### src/rtl/tap_delay_bank_if.sv
// Sample-in / snapshot-out bus for the tap delay bank.
// The master side offers samples, flush requests and consumer readiness;
// the slave side (the bank) answers with acceptance and tap snapshots.
interface tap_delay_bank_if #(
    parameter int N_TAPS   = 8,
    parameter int SIZE     = 8,
    parameter int CHANNELS = 2
);
    localparam int CW = (CHANNELS > 1) ? $clog2(CHANNELS) : 1;

    logic                   in_valid;
    logic                   in_ready;
    logic [CW-1:0]          in_chan;
    logic [SIZE-1:0]        in_data;
    logic                   flush;
    logic [CW-1:0]          flush_chan;
    logic                   out_valid;
    logic                   out_ready;
    logic [N_TAPS*SIZE-1:0] out_taps;
    logic [CW-1:0]          out_chan;
    logic                   out_primed;

    modport master (
        output in_valid, in_chan, in_data, flush, flush_chan, out_ready,
        input  in_ready, out_valid, out_taps, out_chan, out_primed
    );

    modport slave (
        input  in_valid, in_chan, in_data, flush, flush_chan, out_ready,
        output in_ready, out_valid, out_taps, out_chan, out_primed
    );
endinterface

### src/rtl/tap_delay_bank.sv
// Bank of independent per-channel tapped delay lines.
// Each accepted sample shifts into its channel's line and the resulting
// full tap vector is presented as a held snapshot for a downstream consumer.
// Channel numbers at or beyond CHANNELS are accepted but change nothing.
module tap_delay_bank #(
    parameter int N_TAPS   = 8,
    parameter int SIZE     = 8,
    parameter int CHANNELS = 2
) (
    input logic            clk,
    input logic            reset,
    tap_delay_bank_if.slave bus
);
    localparam int CW = (CHANNELS > 1) ? $clog2(CHANNELS) : 1;
    localparam int FW = $clog2(N_TAPS + 1);
    localparam int LW = N_TAPS * SIZE;
    localparam logic [FW-1:0] FULL = FW'(N_TAPS);

    logic [LW-1:0] r_lines [CHANNELS];
    logic [FW-1:0] r_fill  [CHANNELS];

    logic          r_outValid;
    logic [LW-1:0] r_outTaps;
    logic [CW-1:0] r_outChan;
    logic          r_outPrimed;

    logic          w_inReady;
    logic          w_accept;
    logic          w_inChanOk;
    logic [LW-1:0] w_curLine;
    logic [FW-1:0] w_curFill;
    logic [LW-1:0] w_shifted;
    logic [FW-1:0] w_fillNext;

    // A new sample may enter only when no flush is pending and the held
    // snapshot is either empty or being taken this cycle.
    assign w_inReady = !bus.flush && (!r_outValid || bus.out_ready);
    assign w_accept  = bus.in_valid && w_inReady;

    // Fetch the addressed channel's line and fill count; an unknown channel
    // leaves w_inChanOk low so the accept becomes a no-op.
    always_comb begin
        w_curLine  = '0;
        w_curFill  = '0;
        w_inChanOk = 1'b0;
        for (int c = 0; c < CHANNELS; c++) begin
            if (bus.in_chan == CW'(c)) begin
                w_curLine  = r_lines[c];
                w_curFill  = r_fill[c];
                w_inChanOk = 1'b1;
            end
        end
    end

    assign w_shifted  = {w_curLine[(N_TAPS-1)*SIZE-1:0], bus.in_data};
    assign w_fillNext = (w_curFill == FULL) ? w_curFill : w_curFill + FW'(1);

    // Per-channel delay lines: flush clears one channel, accept shifts one.
    always_ff @(posedge clk or posedge reset) begin
        if (reset) begin
            for (int c = 0; c < CHANNELS; c++) begin
                r_lines[c] <= '0;
                r_fill[c]  <= '0;
            end
        end else begin
            for (int c = 0; c < CHANNELS; c++) begin
                if (bus.flush && (bus.flush_chan == CW'(c))) begin
                    r_lines[c] <= '0;
                    r_fill[c]  <= '0;
                end else if (w_accept && (bus.in_chan == CW'(c))) begin
                    r_lines[c] <= w_shifted;
                    r_fill[c]  <= w_fillNext;
                end
            end
        end
    end

    // Snapshot register: loads on a real accept, empties when consumed,
    // otherwise holds so a stalled consumer never loses or sees a change.
    always_ff @(posedge clk or posedge reset) begin
        if (reset) begin
            r_outValid  <= 1'b0;
            r_outTaps   <= '0;
            r_outChan   <= '0;
            r_outPrimed <= 1'b0;
        end else if (w_accept && w_inChanOk) begin
            r_outValid  <= 1'b1;
            r_outTaps   <= w_shifted;
            r_outChan   <= bus.in_chan;
            r_outPrimed <= (w_fillNext == FULL);
        end else if (r_outValid && bus.out_ready) begin
            r_outValid  <= 1'b0;
        end
    end

    assign bus.in_ready   = w_inReady;
    assign bus.out_valid  = r_outValid;
    assign bus.out_taps   = r_outTaps;
    assign bus.out_chan   = r_outChan;
    assign bus.out_primed = r_outPrimed;
endmodule
### src/flat_wrapper.sv
// flat-port wrapper written by rule: the top's interface ports become plain ports
module tap_delay_bank_flat 
#(
    parameter int N_TAPS   = 8,
    parameter int SIZE     = 8,
    parameter int CHANNELS = 2
)
  (clk, reset, bus_in_valid, bus_in_chan, bus_in_data, bus_flush, bus_flush_chan, bus_out_ready, bus_in_ready, bus_out_valid, bus_out_taps, bus_out_chan, bus_out_primed);
  tap_delay_bank_if #(.N_TAPS(N_TAPS), .SIZE(SIZE), .CHANNELS(CHANNELS)) bus_i ();
  input logic clk;
  input logic reset;
  input wire logic [$bits(bus_i.in_valid)-1:0] bus_in_valid;
  input wire logic [$bits(bus_i.in_chan)-1:0] bus_in_chan;
  input wire logic [$bits(bus_i.in_data)-1:0] bus_in_data;
  input wire logic [$bits(bus_i.flush)-1:0] bus_flush;
  input wire logic [$bits(bus_i.flush_chan)-1:0] bus_flush_chan;
  input wire logic [$bits(bus_i.out_ready)-1:0] bus_out_ready;
  output wire logic [$bits(bus_i.in_ready)-1:0] bus_in_ready;
  output wire logic [$bits(bus_i.out_valid)-1:0] bus_out_valid;
  output wire logic [$bits(bus_i.out_taps)-1:0] bus_out_taps;
  output wire logic [$bits(bus_i.out_chan)-1:0] bus_out_chan;
  output wire logic [$bits(bus_i.out_primed)-1:0] bus_out_primed;
  assign bus_i.in_valid = bus_in_valid;
  assign bus_i.in_chan = bus_in_chan;
  assign bus_i.in_data = bus_in_data;
  assign bus_i.flush = bus_flush;
  assign bus_i.flush_chan = bus_flush_chan;
  assign bus_i.out_ready = bus_out_ready;
  assign bus_in_ready = bus_i.in_ready;
  assign bus_out_valid = bus_i.out_valid;
  assign bus_out_taps = bus_i.out_taps;
  assign bus_out_chan = bus_i.out_chan;
  assign bus_out_primed = bus_i.out_primed;
  tap_delay_bank #(.N_TAPS(N_TAPS), .SIZE(SIZE), .CHANNELS(CHANNELS)) u_core (.clk(clk), .reset(reset), .bus(bus_i));
endmodule
### config.mk
export PLATFORM = sky130hd
export DESIGN_NAME = tap_delay_bank_flat
export DESIGN_NICKNAME = d
export VERILOG_FILES = /design/src/rtl/tap_delay_bank_if.sv /design/src/rtl/tap_delay_bank.sv /design/src/flat_wrapper.sv
export SDC_FILE = /design/constraint.sdc
export NUM_CORES = 1
export LEC_CHECK = 0
export ABC_CLOCK_PERIOD_IN_PS = 6500
export BUFFER_PORTS_ARGS = -buffer_cell sky130_fd_sc_hd__buf_2
export CORE_UTILIZATION = 50
export CTS_BUF_LIST = sky130_fd_sc_hd__clkbuf_4 sky130_fd_sc_hd__clkbuf_8 sky130_fd_sc_hd__clkbuf_16
export DETAILED_ROUTE_END_ITERATION = 16
export HOLD_SLACK_MARGIN = 0.1
export PLACE_DENSITY_LB_ADDON = 0.15
export SLEW_MARGIN = 40
export SYNTH_ARGS = -nofsm -noshare
export SYNTH_HDL_FRONTEND = slang
export SYNTH_SLANG_ARGS = --single-unit
### constraint.sdc
create_clock -name clk -period 6.5 [get_ports clk]
set_input_delay 1.3 -clock clk [delete_from_list [all_inputs] [get_ports clk]]
set_output_delay 1.3 -clock clk [all_outputs]
set_load 0.01 [all_outputs]
==> summary.md, run 1 <==
| Metric | Value |
|---|---|
| Post-CTS Resized | 0 |
| Setup crit end kind | output pin |
| Area Growth Syn to Fin | 15.8% |
| Die extent in x | approximately 120 µm |
| Drt first pass iters | 5 |
| Vias in the first global route | roughly 4.7k |
| Critical path arrival | approximately 2200 ps |
| Vias per cell | approximately 5.8 |
| CTS root buf | clkbuf_16 |
| Die Area | 15100 µm² |
| Most frequent cells in the layout | dfrtp_1, a22o_1, buf_2 |
| Routed length per placed instance | 18.9 µm |
| DRC viols | 0 |
| Finished Layout Cells | just over 800 |
| Ant diodes | 0 |
| Yosys Warn Count | 0 |
| GRT Total Usage | between 20% and 30% |
| Post-CTS Setup Bufs | 0 |
| Worst path required time | roughly 5200 ps |
| Worst R2R Setup Slack | ~3700 ps |
| Worst Hold Class | reg2reg |
| Mapped Cells | about 570 |
| Sequential element share of the synthesized area | 63.9% |
| Remaining global-route overflow | 0 |
| Final Hold Vio Count | 0 |
| Remaining antenna violation count after routing | 0 |
| Avg Cell Area, Syn | between 10 and 15 µm² |
| Clk sinks | 187 |
| Syn_nets | just under 600 |
| IO buf count | 82 |
| Crit path max fanout | 6 |
| First-pass GRT wire length | approximately 25000 µm |
| Most common cell after layout, fill and taps aside | dfrtp_1 |
| Fin crit period | around 3500 ps |
| CP startpoint | bus_out_ready |
| Synth Cell Area | roughly 7300 µm² |
| Final period util | between 50% and 60% |
| Worst skew pair latency | 440 ps |
| Clock Path Buffers | 2 |
| Slew of the pin with the lowest slew margin | ~810 ps |
| Total wire length | roughly 16000 µm |
| Cts hold-fix bufs | 0 |
| RD Place Congestion | 0.762 |
| Max-cap viol count | 0 |
| RSZ-0062 raised after global routing | false |
| Status | complete, no violations |
| Max frequency | ~0.29 GHz |
| Setup ws final | ~3000 ps |
| Clk pin slew, worst setup/hold paths | approximately 60 ps |
| Detail Placement HPWL | 9710 µm |
| Power Total | between 2000 and 3000 µW |
| Initial antenna violation count | 0 |
| Core area | 14100 µm² |
| Unique masters post-synth | 27 |
| Pin count of the biggest net entering global routing | about 70 |
| Die Y | 123 µm |
| Placed Cells | around 800 |
| Crit path launch type | primary input |
| Synth top area share | between 60% and 70% |
| DR iter-0 viols | 355 |
| CTS tree | built |
| Final #Nets | between 600 and 700 |
| Setup TNS | 0 ps |
| VDD IR-drop max | about 0.20 mV |
| FP Rows | between 40 and 50 |
| Hold path start | u_core.r_lines[50] |
| Slew Viols, Final | 0 |
| I/O Pins | 83 |
| Largest cells by area after synthesis | dfrtp_1, a22o_1, mux2i_1 |
| CTS Buf Count | 17 |
| Initial core utilization | 52.0% |
| Synth area leader | dfrtp_1 |
| H-tree depth | 4 |
| Layout cell share with drive strength beyond 1 | 21.5% |
| Max_slew headroom | between 40 and 50% |
| PwrDens | between 300 and 400 nW/µm² |
| Crit path kind | in2out |
| Reg2reg start | u_core.bus.out_valid |
| Clock Skews | 6.43 ps |
| LEAKAGE | 0.00416 µW |
| Yosys reg bits | roughly 190 |
| Final setup fails | 0 |
| Via count | between 4k and 5k |
| DP Worst Slack | between 2000 and 3000 ps |
==> sequential cells by signal (all words and copies together) (netlist names) <==
register               count
u_core.r_lines           112
u_core.bus.out_valid       1
u_core.bus.out_chan        1
u_core.bus.out_taps       64
u_core.bus.out_primed      1
u_core.r_fill              8
==> kinds of logic after synthesis <==
kind of cell | share of synthesized area (%)
multiplexers | 9.42
adder cells (fa/ha/maj) | 0.341
AO/OA/AOI/OAI | 18.8
AND/OR/NAND/NOR | 4.11
flip-flops | 63.9
buffers and inverters | 3.09
XOR/XNOR | 0.359
==> worst paths after layout <==
| path | end | depth (start not counted) |
|---|---|---|
| max | bus_in_ready | 4 |
| min | u_core.r_lines[50] | 1 |
| max reg2reg | u_core.r_fill[4] | 6 |
| min reg2reg | u_core.r_lines[50] | 1 |
| max in group asynchronous | u_core.r_lines[95] | 3 |
| min in group asynchronous | u_core.bus.out_taps[2] | 2 |
==> routing by layer <==
| layer | track usage, % | wire length [µm] | up-vias |
|---|---|---|---|
| met2 | 34.3 | 7430 | 114 |
| met1 | 32.1 | 7240 | 2431 |
| met4 | 7.68 | 228 | 0 |
| met5 | 0 | 0 | - |
| li1 | - | - | 2208 |
| met3 | 4.75 | 626 | 17 |
==> per-stage QoR <==
| stage | area (µm²) | hold slack (ps) | util, % |
|---|---|---|---|
| finish | 8490 | 503 | 60.2 |
| global route | 8490 | 521 | 60.2 |
| CTS | 8480 | 504 | 60.2 |
| detailed placement | 7890 | 488 | 55.9 |
| global placement | 7860 | 483 | 55.8 |
| floorplan | 7330 | 465 | - |
==> cells in the mapped netlist <==
master	instances
xnor2_1	3
buf_1	5
inv_1	5
nor3b_2	1
mux2_2	8
nand4b_1	1
nand2_1	2
ha_1	2
dfrtp_1	187
o2bb2ai_1	1
clkbuf_1	15
a22o_1	119
o21a_1	1
nor3_2	1
nor2_2	1
buf_2	25
mux2i_1	60
buf_4	1
nor2_1	59
a21oi_1	58
nor2b_1	2
o211ai_1	1
nand2b_1	2
o21ai_0	1
nor3_1	2
a41o_1	1
o31ai_1	1
==> final cells by class <==
type                    count  area [µm²]
fillers                  1111        5610
inverters                   5        23.8
multi-input cells         327        2460
well taps                 180         225
clock inverters            11         119
repair buffers             92         503
clock buffers              21         474
flip-flops and latches    187        4680
==> power breakdown <==
group	internal [µW]	total (µW)	leakage [µW]	switching, µW
clock	598	1030	0.000284	433
combinational	121	303	0.00141	181
sequential	1250	1300	0.00246	51.1
total	1970	2640	0.00416	666
==> critical path, stage by stage <==
cell and delay (ps):
buf_2 90, nor2b_1 550, nor2_1 80, buf_2 170
No activity file was read; power rests on OpenSTA's default activity.
==> inputs of run 2 (changes only) <==
Settings changed: ABC_AREA set to 1, ABC_CLOCK_PERIOD_IN_PS 6500 to 3300.
Clock period 6.5 ns to 3.3 ns, I/O delays scaled along.
==> run 2 against run 1 <==
Utilization down 0.81 points. Sequential power up 88%. Power up 94%. Clock skew up 1.0 ps. Hold slack worse by 180 ps. Combinational power up 44%. First-iteration DRC count up 31%. Synthesized cell count up 47%. Largest power group unchanged. Highest routed layer unchanged.
==> summary.md, run 2 <==
| Metric | Value |
|---|---|
| Synth top area share | roughly three fifths |
| Setup TNS | 0 ps |
| VDD IR-drop max | between 0.3 and 0.4 mV |
| Max reg flops | 112 |
| Initial antenna violation count | 0 |
| Yosys Warn Count | 0 |
| Syn_nets | roughly 850 |
| Internal cell power | ~3900 µW |
| Max frequency | between 0.4 and 0.5 GHz |
| Post-CTS Setup Bufs | 0 |
| Max-cap viol count | 0 |
| Critical path arrival | about 2400 ps |
| IO buf count | between 80 and 90 |
| CTS Buf Count | 17 |
| Ant diodes | 0 |
| Avg Cell Area, Syn | a little over 9 µm² |
| First-pass GRT wire length | 27600 µm |
| CTS tree | built |
| Clock Skews | ~7.5 ps |
| Routed length per placed instance | roughly 15 µm |
| Initial core utilization | between 50% and 60% |
| Final Hold Vio Count | 0 |
| Ys flop type | dfrtp_1 |
| Clk sinks | about 190 |
| Setup crit end kind | flop |
| Max_slew headroom | 47.1% |
| Count leader, synth | nand2_1 |
| Status | complete, no violations |
| Clock network power share | a little over two fifths |
| Fin crit period | slightly above 2000 ps |
| Via count | around 5.8k |
| Worst Hold Class | in2async |
| CTS root buf | clkbuf_16 |
| Remaining global-route overflow | 0 |
| Dpl cell area | 8110 µm² |
| Most frequent cells in the layout | nand2_1, dfrtp_1, o21ai_0 |
| Layout cell share with drive strength beyond 1 | 14.4% |
| Final #Nets | around 900 |
| Sequential element share of the synthesized area | slightly above 60% |
| Synth area leader | dfrtp_1 |
| Yosys reg bits | 187 |
| Unique masters post-synth | 19 |
| Combinational Power Share | ~8.5% |
| Slew Viols, Final | 0 |
| RSZ-0062 raised after global routing | false |
| Die Y | between 100 and 150 µm |
| RD Place Congestion | roughly 0.79 |
| Clk pin slew, worst setup/hold paths | approximately 70 ps |
| Final instance area | between 8000 and 9000 µm² |
| Post-synth EDFFs | 0 |
| Detail Placement HPWL | between 9000 and 10000 µm |
| H-tree depth | 4 |
| Total wire length | 16500 µm |
| Final period util | a little over three fifths |
| Reg with most FFs | u_core.r_lines |
| Synth Cell Area | around 7700 µm² |
| Mapped Cells | 830 |
| Async set or reset register ratio after synthesis | 100% |
| Switching Fraction | 24.0% |
| LEAKAGE | 0.00414 µW |
| DRC viols | 0 |
| PwrDens | 583 nW/µm² |
| Pin count of the biggest net entering global routing | about 120 |
| Cts hold-fix bufs | 0 |
| Worst path required time | 3590 ps |
| Crit path kind | reg2reg |
| Clock Path Buffers | 2 |
| Commonest cells in the netlist | nand2_1, dfrtp_1, o21ai_0 |
| Area Growth Syn to Fin | 14.4% |
| NetSw | 1230 µW |
| Core area | roughly 15000 µm² |
| Final setup fails | 0 |
| Final Util | 59.4% |
| Most common cell after layout, fill and taps aside | nand2_1 |
| Crit path launch type | flop |
| Flop pwr share | a little under half |
| Largest cells by area after synthesis | dfrtp_1, nand2_1, o21ai_0 |
| Vias per cell | between 5 and 6 |
| Post-CTS Resized | 0 |
| DR iter-0 viols | 466 |
| Worst skew pair latency | 430 ps |
| I/O Pins | 83 |
| Crit path max fanout | 70 |
| GRT Total Usage | 22.2% |
| Drt first pass iters | 5 |
| FP Rows | between 40 and 50 |
| Die Area | approximately 16000 µm² |
| Remaining antenna violation count after routing | 0 |
| Slew of the pin with the lowest slew margin | about 790 ps |
| Vias in the first global route | 5697 |
| Die extent in x | roughly 130 µm |
[run 2: cell type report]
class | instances | area (µm²)
Inverter | 130 | 494
Multi-Input combinational cell | 465 | 2190
Tap cell | 184 | 230
Timing Repair Buffer | 90 | 512
Clock buffer | 18 | 433
Clock inverter | 14 | 220
Fill cell | 1321 | 5990
Sequential cell | 187 | 4680
[run 2: power by group through the flow]
stage / sequential (µW) / combinational, µW / clock (µW)
after detailed placement: 2480 / 440 / 0
final: 2440 / 435 / 2230
after global placement: 2480 / 429 / 0
after CTS: 2440 / 443 / 2270
after floorplan: 2500 / 282 / 0
after global routing: 2450 / 496 / 2360
[run 2: metrics by stage]
| stage | setup WS, ps | hold slack [ps] | total power [µW] | std cells |
|---|---|---|---|---|
| 3_3_place_gp | 895 | 461 | 2910 | 1056 |
| 3_5_place_dp | 860 | 466 | 2920 | 1056 |
| 5_1_grt | 1040 | 372 | 5310 | 1088 |
| 4_1_cts | 1260 | 361 | 5150 | 1088 |
| 2_1_floorplan | 234 | 452 | 2780 | 830 |
| 6_report | 1220 | 325 | 5110 | 1088 |
[run 2: worst max-delay path, cell delays in order, from the launching register on]
cell and delay [ps]:
dfrtp_1 350, inv_1 50, nor2_1 200, nor3_4 70, nand2_2 70, buf_4 640
inv_1 320, nand2_1 140, o211ai_1 90
[run 2: metal layers]
metal	vias to the layer above	wire length, µm	track usage [%]
met1	2849	7350	29.0
met4	0	210	7.16
met2	143	8220	36.9
met5	-	0	0
li1	2786	-	-
met3	19	749	5.14
[run 2: worst paths after layout]
kind | from | to | slack (ps) | cells past startpoint
max | u_core.bus.out_valid | u_core.bus.out_taps[61] | 1220 | 8
min | reset | u_core.bus.out_taps[5] | 330 | 3
max reg2reg | u_core.bus.out_valid | u_core.bus.out_taps[61] | 1220 | 8
min in group clk | bus_out_ready | u_core.bus.out_valid | 410 | 2
min reg2reg | u_core.bus.out_chan | u_core.bus.out_chan | 480 | 2
max in group asynchronous | reset | u_core.r_lines[101] | 2380 | 3
[run 2: cell families after synthesis]
logic type               synth area share [%]
buffers and inverters                    10.3
adder cells (fa/ha/maj)                 0.327
flip-flops                               61.1
AO/OA/AOI/OAI                            16.4
AND/OR/NAND/NOR                          11.8
==> inputs of run 3 (changes only) <==
Settings changed: ABC_CLOCK_PERIOD_IN_PS 3300 to 2000.
Clock period 3.3 ns to 2 ns, I/O delays scaled along.
==> run 3 against run 2 <==
Cell count grew 0.74%. Combinational power up 72%. Global-route usage is 0.93 points higher.
==> summary.md, run 3 (synthesis gave the netlist of run 2 again) <==
| Metric | Value |
|---|---|
| Clock Skews | around 8.3 ps |
| FP Rows | 44 |
| DRC viols | 0 |
| Total wire length | 16700 µm |
| CTS root buf | clkbuf_16 |
| First-pass GRT wire length | between 20000 and 30000 µm |
| Worst Hold Class | in2reg |
| Final period util | 85.7% |
| Crit path launch type | flop |
| Die Area | ~16000 µm² |
| Worst Hold Slack | around 160 ps |
| Routed length per placed instance | roughly 15 µm |
| Clk pin slew, worst setup/hold paths | 60 ps |
| PwrDens | ~940 nW/µm² |
| Cts hold-fix bufs | 1 |
| Clk sinks | roughly 190 |
| RD Place Congestion | a little over 0.8 |
| Status | complete, no violations |
| Cell depth of the worst flop-to-flop path | 11 |
| Power Total | 8330 µW |
| Crit path kind | reg2out |
| Worst skew pair latency | between 400 and 500 ps |
| Vias in the first global route | just under 6k |
| DR iter-0 viols | 420 |
| Final #Nets | just over 900 |
| Detail Placement HPWL | between 10000 and 15000 µm |
| Reg-to-reg endpoint | u_core.bus.out_primed |
| Worst R2R Setup Slack | 400 ps |
| RSZ-0062 raised after global routing | false |
| Fin crit period | 1710 ps |
| Slew of the pin with the lowest slew margin | between 500 and 600 ps |
| Core area | ~15000 µm² |
| Clock Path Buffers | 2 |
| Max_slew headroom | between 60% and 70% |
| Drt first pass iters | 4 |
| Reg with most FFs | u_core.r_lines |
| Hold path depth | 2 |
| Final setup fails | 0 |
| Via count | ~5.9k |
| IO buf count | 82 |
| Area Growth Syn to Fin | 15.5% |
| Layout cell share with drive strength beyond 1 | 15.0% |
| Worst path required time | 1600 ps |
| Critical path arrival | between 1000 and 1500 ps |
| Remaining antenna violation count after routing | 0 |
| VDD IR-drop max | 0.614 mV |
| Max frequency | 0.583 GHz |
| CP dominant cell by count | nor2_1 |
| Post-CTS Resized | 0 |
| Max-cap viol count | 0 |
| Reg2reg start | u_core.r_fill[5] |
| Finished Layout Cells | 1096 |
| GRT Total Usage | approximately 23% |
| Most frequent cells in the layout | nand2_1, dfrtp_1, o21ai_0 |
| CTS tree | built |
| Initial antenna violation count | 0 |
| Setup TNS | 0 ps |
| CTS Buf Count | 17 |
| Hold path start | bus_out_ready |
| Ant diodes | 0 |
| Final Hold Vio Count | 0 |
| Setup crit end kind | output pin |
| CP max stage delay | between 300 and 400 ps |
| Placed Cells | roughly 1.1k |
| Max reg flops | between 100 and 150 |
| I/O Pins | 83 |
| Crit path cell chain | inv_1 > nor2_1 > nor2_1 > buf_2 |
| Fill cells | 1287 |
| Post-CTS Setup Bufs | 0 |
| LEAKAGE | 0.00419 µW |
| Die Y | ~130 µm |
| Hold Path End | u_core.bus.out_valid |
| CP max-delay cell | dfrtp_1 |
| Pin count of the biggest net entering global routing | 75 |
| Remaining global-route overflow | 0 |
| Slew Viols, Final | 0 |
| Vias per cell | 5.36 |
| Die extent in x | 126 µm |
| H-tree depth | 4 |
| Initial core utilization | about half |
| Crit path max fanout | 2 |
| Most common cell after layout, fill and taps aside | nand2_1 |
-- run 3: cell types whose count changed in the layout (fill, tap and decap cells not counted) --
cell,before,now
buf_12,3,7
buf_4,4,8
buf_6,1,0
bufinv_16,5,4
clkinv_2,1,2
dlygate4sd3_1,0,1
-- run 3: per-layer routing --
| metal | part of all wire [%] | up-vias | GRT usage [%] |
|---|---|---|---|
| li1 | - | 2805 | - |
| met1 | 45 | 2902 | 30.3 |
| met2 | 50 | 144 | 38.9 |
| met3 | 4.2 | 23 | 4.84 |
| met4 | 1.3 | 0 | 7.09 |
| met5 | 0 | - | 0 |
-- run 3: layout make-up --
type / instances / area (µm²) / area share, %
inverter: 130 / 494 / 5.59
multi-input combinational: 465 / 2190 / 24.8
timing repair buffer: 98 / 621 / 7.01
clock buffer: 18 / 433 / 4.89
tap: 184 / 230 / 2.60
sequential: 187 / 4680 / 52.9
clock inverter: 14 / 195 / 2.21
-- run 3: worst max-delay path by stage --
stage	startpoint	endpoint	slack, ps	cells past startpoint
6_report	u_core.bus.out_valid	bus_in_ready	290	4
3_3_place_gp	bus_out_ready	u_core.r_lines[36]	60	8
5_1_grt	u_core.r_fill[5]	u_core.bus.out_primed	200	9
2_1_floorplan	reset	u_core.bus.out_chan	-810	1
4_1_cts	u_core.bus.out_valid	bus_in_ready	260	4
3_5_place_dp	bus_in_chan	u_core.bus.out_primed	90	12
-- run 3: power breakdown --
part           internal, µW  switching [µW]
Clock                  2110            1440
Combinational           237             513
Sequential             3950            82.8
Total                  6290            2040
-- run 3: through the flow --
step	area (µm²)	setup WS [ps]	utilization, %
2_1_floorplan	7660	-806	-
3_3_place_gp	8210	55.9	55.6
3_5_place_dp	8210	86.7	55.6
4_1_cts	8850	260	60.0
5_1_grt	8850	202	60.0
6_report	8850	286	60.0
-- run 3: worst max-delay path, delay by kind of cell, from the launching register on --
kind | cells | cell delay, ps
DFF | 1 | 380
buffers and inverters | 2 | 250
and+or+nand+nor | 2 | 260
